==> src/rtl/alarm_ctrl.sv <==
// Alarm-clock keypad/button controller: four-state FSM with registered outputs.
// Optional key-entry timeout is compiled in when KEY_TIMEOUT_EN is defined.
module alarm_ctrl (
    input  logic       clk,
    input  logic       reset,
    input  logic       one_second,
    input  logic       key_valid,
    input  logic [3:0] key,
    input  logic       alarm_btn,
    input  logic       time_btn,
    input  logic       fast_btn,
    output logic [3:0] key_out,
    output logic       shift,
    output logic       load_new_a,
    output logic       load_new_c,
    output logic       reset_count,
    output logic       show_a,
    output logic       show_new_time,
    output logic       fast_watch
);

    typedef enum logic [1:0] {
        SHOW_TIME,
        SHOW_ALARM,
        KEY_ENTRY,
        KEY_WAIT
    } state_t;

    state_t     state_reg, state_next;
    logic [2:0] digit_cnt_reg, digit_cnt_next;
    logic [3:0] key_out_reg, key_out_next;
    logic       shift_reg, shift_next;
    logic       load_a_reg, load_a_next;
    logic       load_c_reg, load_c_next;
    logic       show_a_reg, show_a_next;
    logic       show_new_reg, show_new_next;
    logic       fast_reg, fast_next;
    logic       is_digit;
    logic       timeout_hit;

    assign is_digit = key_valid && (key < 4'd10);

`ifdef KEY_TIMEOUT_EN
    logic [3:0] tmo_reg, tmo_next;

    // Tenth tick: the counter already holds nine ticks and another arrives.
    assign timeout_hit = one_second && (tmo_reg == 4'd9);

    always_comb begin
        tmo_next = tmo_reg;
        if ((state_next != state_reg) || shift_next)
            tmo_next = 4'd0;
        else if (one_second && ((state_reg == KEY_ENTRY) || (state_reg == KEY_WAIT)))
            tmo_next = tmo_reg + 4'd1;
    end

    always_ff @(posedge clk or posedge reset) begin
        if (reset)
            tmo_reg <= 4'd0;
        else
            tmo_reg <= tmo_next;
    end
`else
    logic unused_one_second;
    assign unused_one_second = one_second;
    assign timeout_hit       = 1'b0;
`endif

    always_comb begin
        state_next     = state_reg;
        digit_cnt_next = digit_cnt_reg;
        key_out_next   = key_out_reg;
        shift_next     = 1'b0;
        load_a_next    = 1'b0;
        load_c_next    = 1'b0;
        fast_next      = fast_reg;

        case (state_reg)
            SHOW_TIME: begin
                digit_cnt_next = 3'd0;
                if (fast_btn)
                    fast_next = ~fast_reg;
                if (alarm_btn) begin
                    state_next = SHOW_ALARM;
                end else if (is_digit) begin
                    state_next     = KEY_ENTRY;
                    shift_next     = 1'b1;
                    key_out_next   = key;
                    digit_cnt_next = 3'd1;
                end
            end
            SHOW_ALARM: begin
                if (alarm_btn) begin
                    state_next     = SHOW_TIME;
                    digit_cnt_next = 3'd0;
                end
            end
            KEY_ENTRY: begin
                // A digit beats a coincident timeout tick.
                if (is_digit) begin
                    shift_next     = 1'b1;
                    key_out_next   = key;
                    digit_cnt_next = digit_cnt_reg + 3'd1;
                    if (digit_cnt_reg == 3'd3)
                        state_next = KEY_WAIT;
                end else if (timeout_hit) begin
                    state_next     = SHOW_TIME;
                    digit_cnt_next = 3'd0;
                end
            end
            KEY_WAIT: begin
                if (time_btn) begin
                    load_c_next    = 1'b1;
                    state_next     = SHOW_TIME;
                    digit_cnt_next = 3'd0;
                end else if (alarm_btn) begin
                    load_a_next    = 1'b1;
                    state_next     = SHOW_TIME;
                    digit_cnt_next = 3'd0;
                end else if (timeout_hit) begin
                    state_next     = SHOW_TIME;
                    digit_cnt_next = 3'd0;
                end
            end
            default: begin
                state_next     = SHOW_TIME;
                digit_cnt_next = 3'd0;
            end
        endcase

        // Display levels track the state being entered so they line up with the pulses.
        show_a_next   = (state_next == SHOW_ALARM);
        show_new_next = (state_next == KEY_ENTRY) || (state_next == KEY_WAIT);
    end

    always_ff @(posedge clk or posedge reset) begin
        if (reset) begin
            state_reg     <= SHOW_TIME;
            digit_cnt_reg <= 3'd0;
            key_out_reg   <= 4'd0;
            shift_reg     <= 1'b0;
            load_a_reg    <= 1'b0;
            load_c_reg    <= 1'b0;
            show_a_reg    <= 1'b0;
            show_new_reg  <= 1'b0;
            fast_reg      <= 1'b0;
        end else begin
            state_reg     <= state_next;
            digit_cnt_reg <= digit_cnt_next;
            key_out_reg   <= key_out_next;
            shift_reg     <= shift_next;
            load_a_reg    <= load_a_next;
            load_c_reg    <= load_c_next;
            show_a_reg    <= show_a_next;
            show_new_reg  <= show_new_next;
            fast_reg      <= fast_next;
        end
    end

    assign key_out       = key_out_reg;
    assign shift         = shift_reg;
    assign load_new_a    = load_a_reg;
    assign load_new_c    = load_c_reg;
    assign reset_count   = load_c_reg;
    assign show_a        = show_a_reg;
    assign show_new_time = show_new_reg;
    assign fast_watch    = fast_reg;

endmodule

==> config.mk <==
export PLATFORM = sky130hd
export DESIGN_NAME = alarm_ctrl
export DESIGN_NICKNAME = d
export VERILOG_FILES = /design/src/rtl/alarm_ctrl.sv
export SDC_FILE = /design/constraint.sdc
export NUM_CORES = 1
export LEC_CHECK = 0
export BUFFER_PORTS_ARGS = -buffer_cell sky130_fd_sc_hd__buf_4
export CAP_MARGIN = 15
export CORE_AREA = 4 4 44 46
export CTS_BUF_LIST = sky130_fd_sc_hd__clkbuf_2
export DETAILED_ROUTE_END_ITERATION = 7
export DIE_AREA = 0 0 48 50
export PLACE_DENSITY = 0.66
export SYNTH_ARGS = -nofsm -noshare
export SYNTH_HDL_FRONTEND = slang
export SYNTH_SLANG_ARGS = --single-unit
==> constraint.sdc <==
create_clock -name clk -period 1.45 [get_ports clk]
set_input_delay 0.145 -clock clk [delete_from_list [all_inputs] [get_ports clk]]
set_output_delay 0.145 -clock clk [all_outputs]
set_load 0.02 [all_outputs]
Word level (Yosys, flattened, before mapping)
Index checks and enable logic that the tools add are counted.

cells by class
  bitwise gates (word level) = 1
  reduce and logical (&&, ||, !) cells = 6
  add/subtract/negate cells = 1
  eq/ne operators = 9
  muxes and demuxes = 24
  $lt $le $gt $ge = 1

operators by type and width
  operator             count
  $mux 2               6
  $pmux 3 s4           1
  $mux 1               9
  $mux 3               3
  $eq 2x2->1 const B   4
  $mux 4               2
  $pmux 2 s4           1
  $pmux 4 s2           1
  $eq 2x1->1 const B   2
  $lt 4x4->1 const B   1
  $ne 2x2->1 const B   2
  $reduce_and 2->1     2
  $add 3x1->3 const B  1
  $eq 3x2->1 const B   1
  $logic_not 2->1      1
  $pmux 1 s2           1
  $reduce_bool 2->1    1
  $logic_and 1x1->1    1
  $logic_or 1x1->1     1
  $not 1->1            1

storage, ports and cells
  bits in registers = 15
  output and inout port bits = 11

Logic depth before layout (Yosys ltp)
Gate-level depths: netlist (run 1).

  depth in word-level cells = 7
  mapped depth = 5
  mapped depth without buffers = 4

Worst setup path after synthesis (run 1)
OpenSTA, ideal clock, no wires.

  path type = register to register
  start = register show_new_time (netlist name)
  end = register digit_cnt_reg[0]
  data arrival time = 1366 ps
  slack = 16 ps
  cell stages (with the launch flop) = 5
  required time = 1381 ps
  buffers on the path = 1
  library setup time = 69 ps
  cell sequence = dfrtp_1 > clkbuf_1 > nand2b_1 > or3b_2 > nand3_1

RTL lines
  what                  line  source
  end signal, assigned  149   digit_cnt_reg <= digit_cnt_next;
  end, declared         30    logic [2:0] digit_cnt_reg, digit_cnt_next;

Worst setup path in the final report (run 1)
  start = register state_reg[0]
  end = register key_out_reg[2], in the netlist key_out[2]

on the way
  word-level cells in the longest chain between the ends = 3
  elaborated cells on any way between the ends = 6
  classes of those cells = 2 x eq/ne; 1 x mux; 3 x reduce/logical

RTL lines
  what                                                              line  source
  start, declared                                                   29    state_t state_reg, state_next;
  start signal, assigned                                            148   state_reg <= state_next;
  $eq 2x2->1 or $logic_not 2->1 (tied branches)                     78    case (state_reg)
  $reduce_bool 2->1 (no source line) or $ne 2x2->1 (tied branches)  -
  $reduce_and 2->1 (no source line)                                 -
  end signal, assigned                                              150   key_out_reg <= key_out_next;
  end, declared                                                     31    logic [3:0] key_out_reg, key_out_next;

Several ways; a longest one is shown, not always the timed one.
A chain may end at the register's enable or synchronous reset.

==> flow_metrics.py, run 1 <==
metrics = {
    "status": {
        "outcome": "complete, no violations",
    },
    "place": {
        "port_buffers": 20,
        "dp_cells": 93,
        "gp_congestion": 0.770,
        "hpwl_microns": 1010,
        "dp_slack_ns": -0.00975,
    },
    "power": {
        "ir_drop_v": 0.000913,
        "power_density_mw_per_mm2": 1840,
        "power_leakage_nw": 0.449,
    },
    "flow_run": {
        "max_cap_viol_count": 0,
    },
    "setup_path": {
        "worstSetupEndpointType": "flop",
        "crit_type": "flop to flop",
        "cp_max_fo": 5,
        "setup.worst_path.start_class": "flop",
        "required_ns": 1.61,
        "cp.arrival_ns": 1.51,
    },
    "synthesis": {
        "yosysTopAreaCell": "dfrtp_1",
        "ys_seq_area_share_pct": 52.5,
        "ys_warn_count": 0,
        "synth.avg_cell_area_sq_um": 11.5,
        "syn_inst": 58,
        "yosysTopAreaCellShare_pct": 52.5,
        "ys_ff_latch": 14,
        "synthTopCellsByArea": "dfrtp_1 (53%), mux2_4 (9.0%), ha_1 (3.8%)",
        "synth_cell_type_count": 30,
        "synthesis.nets": 71,
        "syn_area_sq_um": 667,
    },
    "route": {
        "drt-initial-drc-count": 5,
        "vias": 498,
        "ant_nets": 0,
        "dr.pass1.iters": 2,
        "drc": 0,
        "wl_per_cell_microns": 13.6,
        "viasPerCell": 5.08,
        "routed_wl_microns": 1330,
    },
    "clock_tree": {
        "cts_tree": "yes",
        "post_cts_resized": 0,
        "cts_buffer_depth": 2,
        "ctsHoldBuffers": 1,
        "numCtsBuffers": 3,
        "worst_skew_pair.late_latency_ns": 0.27,
        "postCtsSetupRepairBufs": 0,
        "clk_pin_slew_worst_paths_ns": 0.14,
        "clock-sinks": 14,
        "clock-root-buffer": "clkbuf_2",
        "htree_levels": 1,
    },
    "sta": {
        "timing.hold.ws_ns": 0.0805,
        "worst_slew_pin_slew_ns": 0.519,
        "finalSetupTns_ns": 0,
        "hold_viol": 0,
        "period_share_pct": 92.8,
        "setup_slack_ns": 0.104,
        "fmax_ghz": 0.743,
        "worst_clock_skew_ns": 0.0104,
        "setup_violations": 0,
        "min_period_ns": 1.35,
        "slew_viol_final": 0,
        "maxSlewHeadroom_pct": 65.4,
        "rsz0062_at_grt": "no",
    },
    "floorplanning": {
        "placeableCoreArea_sq_mm": 0.00151,
        "dieArea_sq_mm": 0.00240,
        "io_pins": 22,
        "initial_utilization_pct": 44.3,
        "dieHeight_microns": 50,
        "chipWidth_microns": 48,
        "rows": 14,
    },
    "global_routing": {
        "gr-total-overflow": 0,
        "grt_usage_pct": 13.5,
        "grt_pass1_wl_microns": 2240,
        "antenna_found_initial": 0,
        "first_global_vias": 506,
        "grt_max_degree": 15,
    },
    "final_layout": {
        "fin_cells": 98,
        "seq_area_sq_um": 350,
        "final_common_cell": "buf_4",
        "num_antenna_cells": 0,
        "fin_nets": 96,
        "multi_input_area_sq_um": 279,
        "final_cell_mix": "buf_4 (23), dfrtp_1 (14), nand2_1 (4), mux2_4 (4)",
        "area_growth_pct": 29.3,
        "largest_register_ffs": 4,
        "num-fill-cells": 141,
        "drive_gt1_share_pct": 40.2,
    },
    "min_path": {
        "hp-class": "primary input to flop",
    },
}
-- cell type report --
cell class                 count  area share [%]
clock buffer                   3            1.74
multi-input combinational     37            32.4
tap                           16            2.32
clock inverter                 1           0.435
timing repair buffer          24            21.2
sequential                    14            40.6
inverter                       3            1.31
-- critical path, stage by stage (launching register included) --
cell and delay (ns):
dfrtp_1 0.39, or3_1 0.50, mux2_4 0.34
-- through the flow --
| step | power (mW) | cell area (sq um) | utilization (%) |
|---|---|---|---|
| final | 1.58 | 862 | 57.2 |
| after detailed placement | 1.42 | 833 | 55.3 |
| after global routing | 1.71 | 862 | 57.2 |
| after global placement | 1.38 | 833 | 55.3 |
| after floorplan | 1.11 | 667 | - |
| after CTS | 1.61 | 862 | 57.2 |
-- synth_stat cells, drive strengths merged --
cell and instances:
a21o 1, a21oi 2, a22oi 1, a31oi 1, and2 1, and3 1
and4b 1, buf 2, clkbuf 2, dfrtp 14, ha 2, inv 3
mux2 4, mux2i 1, nand2 4, nand2b 3, nand3 1, nor2 1
nor2b 1, nor3 1, o21a 1, o21ai 4, o31ai 1, o32ai 1
or3 2, or3b 1, xnor2 1
-- path summary, 6_finish.rpt --
check	start	slack, ns	end	cells past startpoint
setup / recovery	state_reg[0]	0.10	key_out[2]	2
min in group asynchronous	reset	0.44	load_new_a	3
hold reg to reg	fast_watch	0.49	fast_watch	1
hold / removal	alarm_btn	0.08	show_new_time	2
setup reg to reg	state_reg[0]	0.10	key_out[2]	2
max in group asynchronous	reset	0.66	state_reg[0]	3
-- kinds of logic (layout without fill, tap and decap cells) --
logic type                 Yosys count  in the layout  synth area share, %
adders and majority gates            2              2                 3.75
and+or+nand+nor                     17             17                 15.0
xor gates and xnor gates             1              1                 1.31
buffers and inverters                7             31                 5.63
DFF                                 14             14                 52.5
muxes                                5              5                 10.5
AOI/OAI and AO/OA                   12             12                 11.3
-- routing by layer --
metal / global-route usage [%] / part of all wire [%] / wire [microns]
met3: 4.36 / 6.3 / 84
met2: 22.2 / 51 / 685
met4: 6.73 / 0.45 / 6
met5: 0 / 0 / 0
met1: 14.8 / 42 / 556
-- report_power, final --
part | internal (mW) | switching (mW)
clock network | 0.0599 | 0.120
registers | 0.529 | 0.0770
logic | 0.388 | 0.407
No activity file was read; power rests on OpenSTA's default activity.
==> run 2, diff against run 1 <==
Settings changed: SETUP_SLACK_MARGIN from default to 0.5.
==> flow_metrics.py, run 2 (synthesized netlist as in run 1, its figures left out) <==
metrics = {
    "status": {
        "outcome": "complete, no violations",
    },
    "sta": {
        "worst_slew_pin_slew_ns": 0.316,
        "min_period_ns": 1.25,
        "hold_viol": 0,
        "fmax_ghz": 0.803,
        "finalSetupTns_ns": 0,
        "setup_violations": 0,
        "worst_clock_skew_ns": 0.0119,
        "maxSlewHeadroom_pct": 78.9,
        "period_share_pct": 85.9,
        "setup_slack_ns": 0.204,
        "rsz0062_at_grt": "yes",
        "slew_viol_final": 0,
        "timing.hold.ws_ns": 0.0837,
    },
    "place": {
        "dp_cells": 93,
        "dp_slack_ns": -0.0168,
        "port_buffers": 20,
        "hpwl_microns": 944,
        "gp_congestion": 0.737,
    },
    "global_routing": {
        "grt_pass1_wl_microns": 2600,
        "grt_usage_pct": 15.1,
        "gr-total-overflow": 0,
        "first_global_vias": 591,
        "antenna_found_initial": 0,
        "grt_max_degree": 15,
    },
    "setup_path": {
        "crit_type": "flop to flop",
        "setup.worst_path.start_class": "flop",
        "worstSetupEndpointType": "flop",
        "cp_max_fo": 5,
        "startpoint": "state_reg[0]",
        "cp.arrival_ns": 1.44,
        "r2r_start": "state_reg[0]",
        "required_ns": 1.64,
    },
    "route": {
        "drc": 0,
        "wl_per_cell_microns": 14.1,
        "drt-initial-drc-count": 4,
        "viasPerCell": 4.83,
        "vias": 556,
        "ant_nets": 0,
        "routed_wl_microns": 1620,
        "dr.pass1.iters": 3,
    },
    "power": {
        "power_density_mw_per_mm2": 1940,
        "ir_drop_v": 0.00115,
        "power_leakage_nw": 0.571,
    },
    "clock_tree": {
        "clk_pin_slew_worst_paths_ns": 0.15,
        "htree_levels": 1,
        "cts_buffer_depth": 2,
        "clock-root-buffer": "clkbuf_2",
        "numCtsBuffers": 3,
        "worst_skew_pair.late_latency_ns": 0.28,
        "clock-sinks": 14,
        "cts_tree": "yes",
    },
    "final_layout": {
        "num_antenna_cells": 0,
        "fin_cells": 115,
        "postLayoutCoreUtil_pct": 78.2,
        "largest_register_ffs": 4,
        "drive_gt1_share_pct": 68.7,
        "final_common_cell": "buf_6",
        "area_growth_pct": 76.7,
        "final_cell_mix": "buf_6 (21), buf_4 (19), dfrtp_1 (13)",
        "fin_nets": 113,
    },
    "floorplanning": {
        "dieHeight_microns": 50,
        "rows": 14,
        "initial_utilization_pct": 44.3,
        "chipWidth_microns": 48,
        "placeableCoreArea_sq_mm": 0.00151,
        "dieArea_sq_mm": 0.00240,
        "io_pins": 22,
    },
    "flow_run": {
        "max_cap_viol_count": 0,
    },
    "min_path": {
        "hp-start": "key[0]",
        "hp-class": "primary input to flop",
    },
}
==> run 2: path summary, 6_finish.rpt <==
| kind | cells after the start | end | slack [ns] |
|---|---|---|---|
| max in group asynchronous | 3 | show_new_time | 0.85 |
| min in group asynchronous | 3 | digit_cnt_reg[1] | 0.36 |
| setup reg to reg | 2 | key_out[1] | 0.20 |
| hold reg to reg | 2 | digit_cnt_reg[1] | 0.56 |
| setup / recovery | 2 | key_out[1] | 0.20 |
| hold / removal | 2 | key_out[0] | 0.08 |
==> run 2: worst max-delay path, cell delays in order, from the launching register on <==
cell     delay [ns]
dfrtp_1        0.42
or3_4          0.42
mux2_4         0.31
==> run 2: cell type report <==
class                           instances  area (sq um)
Multi-Input combinational cell         37           384
Clock inverter                          1          3.75
Timing Repair Buffer                   41           389
Fill cell                              91           328
Clock buffer                            3          15.0
Sequential cell                        14           352
Tap cell                               16          20.0
Inverter                                3          15.0
==> run 2: layer usage <==
layer | vias up | global-route usage, % | share of wire [%]
met5 | - | 0 | 0
met4 | 0 | 5.38 | 0.80
met3 | 2 | 3.27 | 4.7
met2 | 12 | 24.9 | 51
met1 | 258 | 18.4 | 43
li1 | 284 | - | -
==> run 2: what timing repair did <==
| item | CTS | global route |
|---|---|---|
| endpoints found under the hold margin | 14 | 0 |
| hold buffers | 1 | 0 |
| gates resized for setup | 27 | 13 |
| pin swaps | 7 | 4 |
| setup buffers | 11 | 6 |
| setup endpoints to repair | 21 | 26 |
==> run 2: report_power, final <==
group / switching (mW) / internal [mW] / total [mW]
combinational: 0.594 / 0.872 / 1.47
sequential: 0.0990 / 0.533 / 0.632
clock: 0.130 / 0.0599 / 0.189
==> run 2: through the flow <==
stage	area, sq um	power (mW)
final	1180	2.29
after global routing	1180	2.43
after CTS	1080	2.06
after detailed placement	861	1.44
after global placement	861	1.42
after floorplan	699	1.16
==> run 3, diff against run 2 <==
Settings changed: CORE_AREA 4 4 44 46 to 4 4 42 44, DIE_AREA 0 0 48 50 to 0 0 46 48, PLACE_DENSITY 0.66 to 0.73.
==> flow_metrics.py, run 3 (synthesized netlist as in run 1, its figures left out) <==
metrics = {
    "clock_tree": {
        "clock-sinks": 14,
        "numCtsBuffers": 3,
        "worst_skew_pair.late_latency_ns": 0.26,
        "htree_levels": 1,
        "cts_tree": "yes",
        "cts_buffer_depth": 2,
        "clock-root-buffer": "clkbuf_2",
        "clk_pin_slew_worst_paths_ns": 0.13,
    },
    "power": {
        "p_int_mw": 1.39,
        "clockPowerShare_pct": 8.1,
        "switching_share_pct": 36.8,
        "ir_drop_v": 0.000959,
        "power_density_mw_per_mm2": 1940,
        "seq_power_share_pct": 28.8,
        "finalPower_mw": 2.20,
        "power_leakage_nw": 0.552,
        "comb_power_share_pct": 63.1,
        "p_switching_mw": 0.810,
    },
    "route": {
        "dr.pass1.iters": 4,
        "drc": 0,
        "wl_per_cell_microns": 16.3,
        "routed_wl_microns": 1790,
        "ant_nets": 0,
        "vias": 581,
        "drt-initial-drc-count": 9,
        "viasPerCell": 5.28,
    },
    "setup_path": {
        "cp_max_fo": 5,
        "required_ns": 1.61,
        "r2r_slack_ns": 0.19,
        "cpPeakStageDelay_ns": 0.43,
        "path_depth": 2,
        "r2r_start": "state_reg[0]",
        "crit_family": "simple AND/OR/NAND/NOR gates",
        "rr_worst_depth": 2,
        "crit_path_top_delay_cell": "or3_4",
        "crit_buf_inv": 0,
        "worstSetupEndpointType": "flop",
        "rr_endpoint": "key_out[2]",
        "setup.worst_path.start_class": "flop",
        "cp.arrival_ns": 1.42,
        "crit_type": "flop to flop",
        "crit_chain": "or3_4, mux2_4",
    },
    "final_layout": {
        "largest_register_ffs": 4,
        "final_cell_mix": "buf_4 (18), buf_6 (17), dfrtp_1 (13)",
        "seq_area_sq_um": 352,
        "final_common_cell": "buf_4",
        "multi_input_area_sq_um": 392,
        "drive_gt1_share_pct": 68.1,
        "fin_nets": 108,
        "area_growth_pct": 70.0,
        "num-fill-cells": 87,
        "num_antenna_cells": 0,
    },
    "sta": {
        "slew_viol_final": 0,
        "worst_clock_skew_ns": 0.000443,
        "fmax_ghz": 0.795,
        "maxSlewHeadroom_pct": 78.2,
        "rsz0062_at_grt": "yes",
        "period_share_pct": 86.8,
        "setup_violations": 0,
        "setup_slack_ns": 0.191,
        "worst_slew_pin_slew_ns": 0.326,
        "hold_viol": 0,
        "min_period_ns": 1.26,
    },
    "flow_run": {
        "max_cap_viol_count": 0,
    },
    "min_path": {
        "worstHoldPathCells": 2,
        "hp-start": "key[0]",
        "hold_path_end": "key_out[0]",
        "hp-class": "primary input to flop",
    },
    "global_routing": {
        "grt_usage_pct": 15.8,
        "gr-total-overflow": 0,
        "grt_max_degree": 15,
        "first_global_vias": 522,
        "grt_pass1_wl_microns": 2350,
        "antenna_found_initial": 0,
    },
    "floorplanning": {
        "io_pins": 22,
        "placeableCoreArea_sq_mm": 0.00144,
        "dieArea_sq_mm": 0.00221,
        "chipWidth_microns": 46,
        "rows": 14,
        "dieHeight_microns": 48,
        "initial_utilization_pct": 46.4,
    },
    "place": {
        "gp_congestion": 0.771,
        "dp_slack_ns": -0.00497,
        "port_buffers": 20,
        "hpwl_microns": 999,
    },
    "status": {
        "outcome": "complete, no violations",
    },
}
==> run 3: power by group through the flow <==
stage | logic (mW) | clock network, mW | registers, mW
after floorplan | 0.411 | 0 | 0.752
after global placement | 0.811 | 0 | 0.608
after detailed placement | 0.830 | 0 | 0.617
after CTS | 1.12 | 0.188 | 0.623
after global routing | 1.46 | 0.212 | 0.650
final | 1.39 | 0.178 | 0.634
==> run 3: worst max-delay path by stage <==
| stage | startpoint | endpoint |
|---|---|---|
| final | state_reg[0] | key_out[2] |
| after floorplan | show_new_time | key_out[0] |
| after global routing | state_reg[0] | key_out[1] |
| after detailed placement | key[2] | key_out[1] |
| after CTS | state_reg[0] | key_out[1] |
| after global placement | key[2] | key_out[2] |
==> run 3: timing repair <==
item / 4_1_cts / 5_1_grt
endpoints found under the hold margin: 14 / 0
pin swaps: 3 / 9
hold buffers: 1 / 0
resized for setup: 20 / 17
setup buffers: 8 / 4
setup endpoints to repair: 21 / 26
gates cloned: 0 / 0
==> run 3: cell type report <==
class / count / area share, %
inverters: 3 / 1.32
clock inverters: 1 / 0.331
multi-input cells: 37 / 34.5
well taps: 16 / 1.77
repair buffers: 36 / 29.7
flip-flops and latches: 14 / 31.0
clock buffers: 3 / 1.32
==> run 3: per-layer routing <==
metal  vias up  track usage (%)  share of wire, %
met3         2             3.38               4.8
li1        273                -                 -
met2        19             28.3                54
met4         0             8.52               1.1
met1       287             17.3                40
met5         -                0                 0
==> run 3: worst register-to-register path, cell delays in order (launching register included) <==
cell	delay, ns
dfrtp_1	0.42
or3_4	0.43
mux2_4	0.31
==> run 3: stage by stage <==
stage | cells | TNS, ns | hold slack, ns | utilization (%) | cell area (sq um)
final | 110 | 0 | 0.109 | 78.9 | 1130
after global routing | 110 | 0 | 0.0736 | 78.9 | 1130
after CTS | 106 | 0 | 0.0755 | 71.7 | 1030
after detailed placement | 93 | -0.0106 | 0.234 | 59.9 | 861
after global placement | 93 | 0 | 0.220 | 59.9 | 861
after floorplan | 58 | 0 | 0.0342 | - | 699
